==> src/rtl/serial_arith_pkg.sv <==
// Shared constants for the bit-serial arithmetic unit: FSM state encoding
// and the add/subtract mode selector values.
package serial_arith_pkg;

  localparam logic [1:0] ST_IDLE = 2'd0;
  localparam logic [1:0] ST_RUN  = 2'd1;
  localparam logic [1:0] ST_DONE = 2'd2;

  localparam logic MODE_SUB = 1'b0;
  localparam logic MODE_ADD = 1'b1;

  typedef enum logic [1:0] {
    S_IDLE = ST_IDLE,
    S_RUN  = ST_RUN,
    S_DONE = ST_DONE
  } state_e;

endpackage

==> src/rtl/full_add_sub_cell.sv <==
// One-bit combinational cell: full subtractor (mode=0) or full adder (mode=1).
// The sum/difference bit is identical in both modes; only the carry/borrow differs.
module full_add_sub_cell
  import serial_arith_pkg::*;
(
  input  logic x,
  input  logic y,
  input  logic cin,
  input  logic mode,
  output logic out,
  output logic cout
);

  logic diff_s;

  assign diff_s = x ^ y;
  assign out    = diff_s ^ cin;

  // Carry-out for add, borrow-out for subtract
  always_comb begin
    cout = 1'b0;
    case (mode)
      MODE_SUB: cout = (~x & y) | (~diff_s & cin);
      MODE_ADD: cout = (x & y) | (cin & diff_s);
      default:  cout = 1'b0;
    endcase
  end

endmodule

==> src/rtl/serial_add_sub.sv <==
// Bit-serial WIDTH-bit adder/subtractor: one bit per clock, LSB first, through a
// single add/sub cell, with carry/borrow, signed-overflow and zero flags.
module serial_add_sub
  import serial_arith_pkg::*;
#(
  parameter int WIDTH = 8
) (
  input  logic             clk,
  input  logic             rst,
  input  logic             start,
  input  logic             mode,
  input  logic [WIDTH-1:0] a,
  input  logic [WIDTH-1:0] b,
  output logic             busy,
  output logic             done,
  output logic [WIDTH-1:0] result,
  output logic             carry_borrow,
  output logic             overflow,
  output logic             zero
);

  localparam int CW = (WIDTH > 1) ? $clog2(WIDTH) : 1;
  localparam logic [CW-1:0] CNT_LAST = CW'(WIDTH - 1);
  localparam logic [CW-1:0] CNT_ONE  = CW'(1);

  state_e           state_q, state_d;
  logic [CW-1:0]    cnt_q, cnt_d;
  logic [WIDTH-1:0] a_q, a_d;
  logic [WIDTH-1:0] b_q, b_d;
  logic [WIDTH-1:0] res_q, res_d;
  logic             c_q, c_d;
  logic             mode_q, mode_d;
  logic             a_msb_q, a_msb_d;
  logic             b_msb_q, b_msb_d;
  logic             busy_q, busy_d;
  logic             done_q, done_d;
  logic             cb_q, cb_d;
  logic             ovf_q, ovf_d;
  logic             zero_q, zero_d;

  logic             bit_s;
  logic             cout_s;
  logic             ovf_s;
  logic [WIDTH-1:0] res_shift_s;

  full_add_sub_cell u_cell (
    .x    (a_q[0]),
    .y    (b_q[0]),
    .cin  (c_q),
    .mode (mode_q),
    .out  (bit_s),
    .cout (cout_s)
  );

  assign res_shift_s = {bit_s, res_q[WIDTH-1:1]};

  // On the final bit, bit_s is the result MSB, so overflow is known this cycle
  always_comb begin
    ovf_s = 1'b0;
    case (mode_q)
      MODE_SUB: ovf_s = (a_msb_q != b_msb_q) && (bit_s != a_msb_q);
      MODE_ADD: ovf_s = (a_msb_q == b_msb_q) && (bit_s != a_msb_q);
      default:  ovf_s = 1'b0;
    endcase
  end

  always_comb begin
    state_d = state_q;
    cnt_d   = cnt_q;
    a_d     = a_q;
    b_d     = b_q;
    res_d   = res_q;
    c_d     = c_q;
    mode_d  = mode_q;
    a_msb_d = a_msb_q;
    b_msb_d = b_msb_q;
    busy_d  = busy_q;
    done_d  = 1'b0;
    cb_d    = cb_q;
    ovf_d   = ovf_q;
    zero_d  = zero_q;
    case (state_q)
      S_IDLE, S_DONE: begin
        if (start) begin
          a_d     = a;
          b_d     = b;
          mode_d  = mode;
          a_msb_d = a[WIDTH-1];
          b_msb_d = b[WIDTH-1];
          c_d     = 1'b0;
          cnt_d   = '0;
          cb_d    = 1'b0;
          ovf_d   = 1'b0;
          zero_d  = 1'b0;
          busy_d  = 1'b1;
          state_d = S_RUN;
        end else begin
          busy_d  = 1'b0;
          state_d = S_IDLE;
        end
      end
      S_RUN: begin
        a_d   = {1'b0, a_q[WIDTH-1:1]};
        b_d   = {1'b0, b_q[WIDTH-1:1]};
        res_d = res_shift_s;
        c_d   = cout_s;
        cnt_d = cnt_q + CNT_ONE;
        if (cnt_q == CNT_LAST) begin
          busy_d  = 1'b0;
          done_d  = 1'b1;
          cb_d    = cout_s;
          ovf_d   = ovf_s;
          zero_d  = (res_shift_s == {WIDTH{1'b0}});
          state_d = S_DONE;
        end else begin
          busy_d  = 1'b1;
          state_d = S_RUN;
        end
      end
      default: begin
        busy_d  = 1'b0;
        state_d = S_IDLE;
      end
    endcase
  end

  always_ff @(posedge clk or posedge rst) begin
    if (rst) begin
      state_q <= S_IDLE;
      cnt_q   <= '0;
      a_q     <= '0;
      b_q     <= '0;
      res_q   <= '0;
      c_q     <= 1'b0;
      mode_q  <= 1'b0;
      a_msb_q <= 1'b0;
      b_msb_q <= 1'b0;
      busy_q  <= 1'b0;
      done_q  <= 1'b0;
      cb_q    <= 1'b0;
      ovf_q   <= 1'b0;
      zero_q  <= 1'b0;
    end else begin
      state_q <= state_d;
      cnt_q   <= cnt_d;
      a_q     <= a_d;
      b_q     <= b_d;
      res_q   <= res_d;
      c_q     <= c_d;
      mode_q  <= mode_d;
      a_msb_q <= a_msb_d;
      b_msb_q <= b_msb_d;
      busy_q  <= busy_d;
      done_q  <= done_d;
      cb_q    <= cb_d;
      ovf_q   <= ovf_d;
      zero_q  <= zero_d;
    end
  end

  assign busy         = busy_q;
  assign done         = done_q;
  assign result       = res_q;
  assign carry_borrow = cb_q;
  assign overflow     = ovf_q;
  assign zero         = zero_q;

endmodule

==> config.mk <==
export PLATFORM = sky130hd
export DESIGN_NAME = serial_add_sub
export DESIGN_NICKNAME = d
export VERILOG_FILES = /design/src/rtl/serial_arith_pkg.sv /design/src/rtl/full_add_sub_cell.sv /design/src/rtl/serial_add_sub.sv
export SDC_FILE = /design/constraint.sdc
export NUM_CORES = 1
export LEC_CHECK = 0
export CORE_AREA = 5 5 64 60
export CTS_BUF_LIST = sky130_fd_sc_hd__clkbuf_16
export DETAILED_ROUTE_END_ITERATION = 6
export DIE_AREA = 0 0 69 65
export PLACE_DENSITY = 0.8
export RECOVER_POWER = 100
export SYNTH_ARGS = -nofsm -noshare
export SYNTH_HDL_FRONTEND = slang
export SYNTH_HIERARCHICAL = 1
export SYNTH_SLANG_ARGS = --single-unit
==> constraint.sdc <==
create_clock -name clk -period 3 [get_ports clk]
set_input_delay 0.45 -clock clk [delete_from_list [all_inputs] [get_ports clk]]
set_output_delay 0.45 -clock clk [all_outputs]
set_load 0.05 [all_outputs]
==> flow_summary_export.csv <==
group,metric,value,unit
die,fp.dieW,69,um
timing,tightest_slew,1.03,ns
clock_tree,cts_tree,"yes",
critical_path,critical_path_class,"in2reg",
place,place_area,0.00194,mm2
timing,fin_worst_skew,0.00355,ns
worst_hold_path,hp-class,"reg2reg",
synthesis,yosys.cell_types.count,21,
timing,slew_headroom,0.316,
global_route,grt_max_degree,37,
run_status,status,"finished, final reports clean",
cells_and_area,area_growth,30.4,%
cells_and_area,drive_above_1_share,0.0293,
synthesis,syn-instance-count,172,
critical_path,cp.depth,5,
die,fp.dieH,65,um
cells_and_area,antenna_cells,0,
synthesis,syn_area_per_cell,9.19,um2
critical_path,crit_start,"start",
synthesis,synth_warnings,6,
timing,setup_tns,0,ns
pwr,p_int,1.40,mW
pwr,p_sw,1.04,mW
global_route,grt_overflow,0,
routing,drc,0,
routing,first_pass_iters,5,
timing,period_share,0.722,
routing,via_per_inst,5.19,
pwr,cellPowerDensity,1180,mW/mm2
cells_and_area,layout.nets,229,
critical_path,reg2reg_from,"state_q[0]$_DFF_PP0_",
cells_and_area,fin_util,0.644,
global_route,grt_pass1_wl,5930,um
synthesis,synth-seq-cells,36,
pwr,sw_frac_of_total,0.428,
critical_path,slowest_stage,"clkbuf_1",
pwr,clock_power_share,0.195,
clock_tree,hold_buffers,0,
global_route,grt_pass1_vias,1259,
pwr,ir_worst_vdd,581,uV
critical_path,cp_data_arrival_time,2.33,ns
die,initial_utilization,0.494,
timing,maxSlewViolCount,0,
timing,hold_viol,0,
synthesis,syn-cell-area,0.00158,mm2
timing,period_minus_slack,2.17,ns
die,ios,33,
critical_path,setup.worst_path.start_class,"primary input",
critical_path,path_cells,"dlygate4sd3_1, nor2b_1, clkbuf_1, nor2_1, a22o_1",
synthesis,synth_nets,196,
place,numPortBuffers,32,
die,row_count,20,
timing,rsz0062_at_grt,"false",
clock_tree,path_clk_slew,0.05,ns
routing,drt_iter0_drc,109,
place,hpwl,2370,um
clock_tree,cts_max_level,2,
die,die_area,0.00449,mm2
timing,setup_viol,0,
clock_tree,clk_latency,0.28,ns
synthesis,yosysTopAreaCell,"dfrtp_1",
synthesis,ys_top_cells_by_area,"dfrtp_1, nand2_1, a31oi_1",
clock_tree,clockRootBuffer,"clkbuf_16",
job,drv_cap,0,
critical_path,end_kind,"register",
routing,route.vias.total,1292,
critical_path,cp_slowest_stage_delay,0.68,ns
routing,routed_wl,3470,um
synthesis,ys_seq_area_frac,0.570,
critical_path,critPathTopFamily,"buffers and inverters",
timing,max_freq,0.462,GHz
critical_path,cp-endpoint,"a_q[7]$_DFFE_PP0P_",
critical_path,ff2ff_path_depth,4,
critical_path,ff2ff_setup_slack,1.13,ns
pwr,seq_power_share,0.360,
routing,wl_per_cell,14.0,um
global_route,globalRouteTotalUtil,0.170,
clock_tree,cts.sinks,36,
critical_path,cp_max_fo,21,
clock_tree,cts.repair.resized,0,
pwr,comb_power_share,0.446,
critical_path,worst_ep_required_time,3.16,ns
pwr,total_leakage_power,0.982,nW
clock_tree,cts.path.max_buffers,2,
global_route,antenna_found_initial,0,
place,gp_congestion,0.754,
die,core,0.00320,mm2
cells_and_area,design_area,0.00206,mm2
critical_path,cp.buffers_inverters,2,
critical_path,r2r-end,"a_q[7]$_DFFE_PP0P_",
clock_tree,postCtsSetupRepairBufs,0,
clock_tree,cts_made_buffers,5,
synthesis,synth_top_area_frac,0.570,
routing,antenna_left,0,
-- per-stage QoR --
stage | instances | power [mW] | hold WS, ns | worst slack (ns)
2_1_floorplan | 172 | 1.68 | 0.454 | 1.54
3_3_place_gp | 242 | 1.95 | 0.463 | 1.18
3_5_place_dp | 242 | 2.01 | 0.488 | 1.10
4_1_cts | 249 | 2.50 | 0.497 | 1.01
5_1_grt | 249 | 2.63 | 0.513 | 0.630
6_report | 249 | 2.44 | 0.490 | 0.833
-- power groups by stage --
stage / combinational (mW) / clock, mW / sequential (mW)
after CTS: 1.14 / 0.481 / 0.880
after global routing: 1.21 / 0.504 / 0.907
after global placement: 1.08 / 0 / 0.870
after detailed placement: 1.13 / 0 / 0.883
final: 1.09 / 0.475 / 0.877
after floorplan: 0.601 / 0 / 1.08
-- flip-flops by register name, summed over array words and instances, names as in the netlist --
| name | flops |
|---|---|
| a_q | 8 |
| zero | 1 |
| carry_borrow | 1 |
| c_q | 1 |
| done | 1 |
| overflow | 1 |
| mode_q | 1 |
| b_msb_q | 1 |
| state_q | 1 |
| b_q | 8 |
| result | 8 |
| cnt_q | 3 |
| a_msb_q | 1 |
-- worst reg2reg max path, stage by stage, from the launching register on --
cell,delay (ns)
dfrtp_1,0.42
nor2b_1,0.12
clkbuf_1,0.68
nor2_1,0.28
a22o_1,0.26
-- Yosys cell counts --
cell	instances
nand2_1	64
dfrtp_1	36
nor2_1	15
a31oi_1	14
buf_2	7
a22o_1	5
inv_1	4
nand3_1	4
o21ai_1	4
nor2b_1	3
clkbuf_1	2
fa_1	2
ha_1	2
nand2b_1	2
nor4_1	2
and2b_1	1
mux2i_1	1
nand3b_1	1
o211ai_1	1
o21ai_0	1
xnor2_1	1
-- per-layer routing --
layer	wire length, um	track usage	vias to the layer above
met5	0	0	-
met4	64	0.0805	0
met3	168	0.0543	5
met2	1720	0.273	33
met1	1520	0.209	621
li1	-	-	633
-- layout by cell type (no fill, tap or decap) --
| cell type | count |
|---|---|
| nor4_1 | 2 |
| buf_4 | 1 |
| ha_1 | 2 |
| clkbuf_1 | 2 |
| nand2b_1 | 2 |
| nand3b_1 | 1 |
| o211ai_1 | 1 |
| clkdlybuf4s50_1 | 17 |
| clkinv_1 | 2 |
| and2b_1 | 1 |
| a31oi_1 | 14 |
| dlygate4sd3_1 | 15 |
| nor2b_1 | 3 |
| nand2_1 | 64 |
| o21ai_0 | 4 |
| xnor2_1 | 1 |
| nor2_1 | 15 |
| mux2i_1 | 1 |
| clkbuf_16 | 5 |
| o21ai_1 | 1 |
| inv_1 | 4 |
| dfrtp_1 | 36 |
| nand3_1 | 4 |
| a22o_1 | 5 |
| fa_1 | 2 |
-- logic make-up (layout without fill, tap and decap cells) --
| logic type | count (synthesis) | count (layout) | share of synthesized area |
|---|---|---|---|
| AND/OR/NAND/NOR | 92 | 92 | 0.237 |
| flip-flops | 36 | 36 | 0.570 |
| AO/OA/AOI/OAI | 25 | 25 | 0.104 |
| buffers and inverters | 13 | 46 | 0.0364 |
| adder cells (fa/ha/maj) | 4 | 4 | 0.0411 |
| XOR/XNOR | 1 | 1 | 0.00554 |
| multiplexers | 1 | 1 | 0.00633 |
-- how the worst min path moves through the flow --
stage | from | end | slack [ns] | cells after the start
3_3_place_gp | result[0]$_DFFE_PP0P_ | result[0]$_DFFE_PP0P_ | 0.46 | 2
6_report | result[0]$_DFFE_PP0P_ | result[0]$_DFFE_PP0P_ | 0.49 | 2
4_1_cts | carry_borrow$_DFFE_PP0P_ | carry_borrow$_DFFE_PP0P_ | 0.50 | 2
2_1_floorplan | cnt_q[0]$_DFFE_PP0P_ | cnt_q[0]$_DFFE_PP0P_ | 0.45 | 1
5_1_grt | carry_borrow$_DFFE_PP0P_ | carry_borrow$_DFFE_PP0P_ | 0.51 | 2
3_5_place_dp | carry_borrow$_DFFE_PP0P_ | carry_borrow$_DFFE_PP0P_ | 0.49 | 2
-- final cells by class --
type                    count  area, um2
flip-flops and latches     36        901
clock buffers               5        125
well taps                  44       55.1
fillers                   275       1140
repair buffers             35        335
clock inverters             2       7.51
multi-input cells         123        623
inverters                   4       15.0
Note: power is estimated with default switching activity, not from simulation.
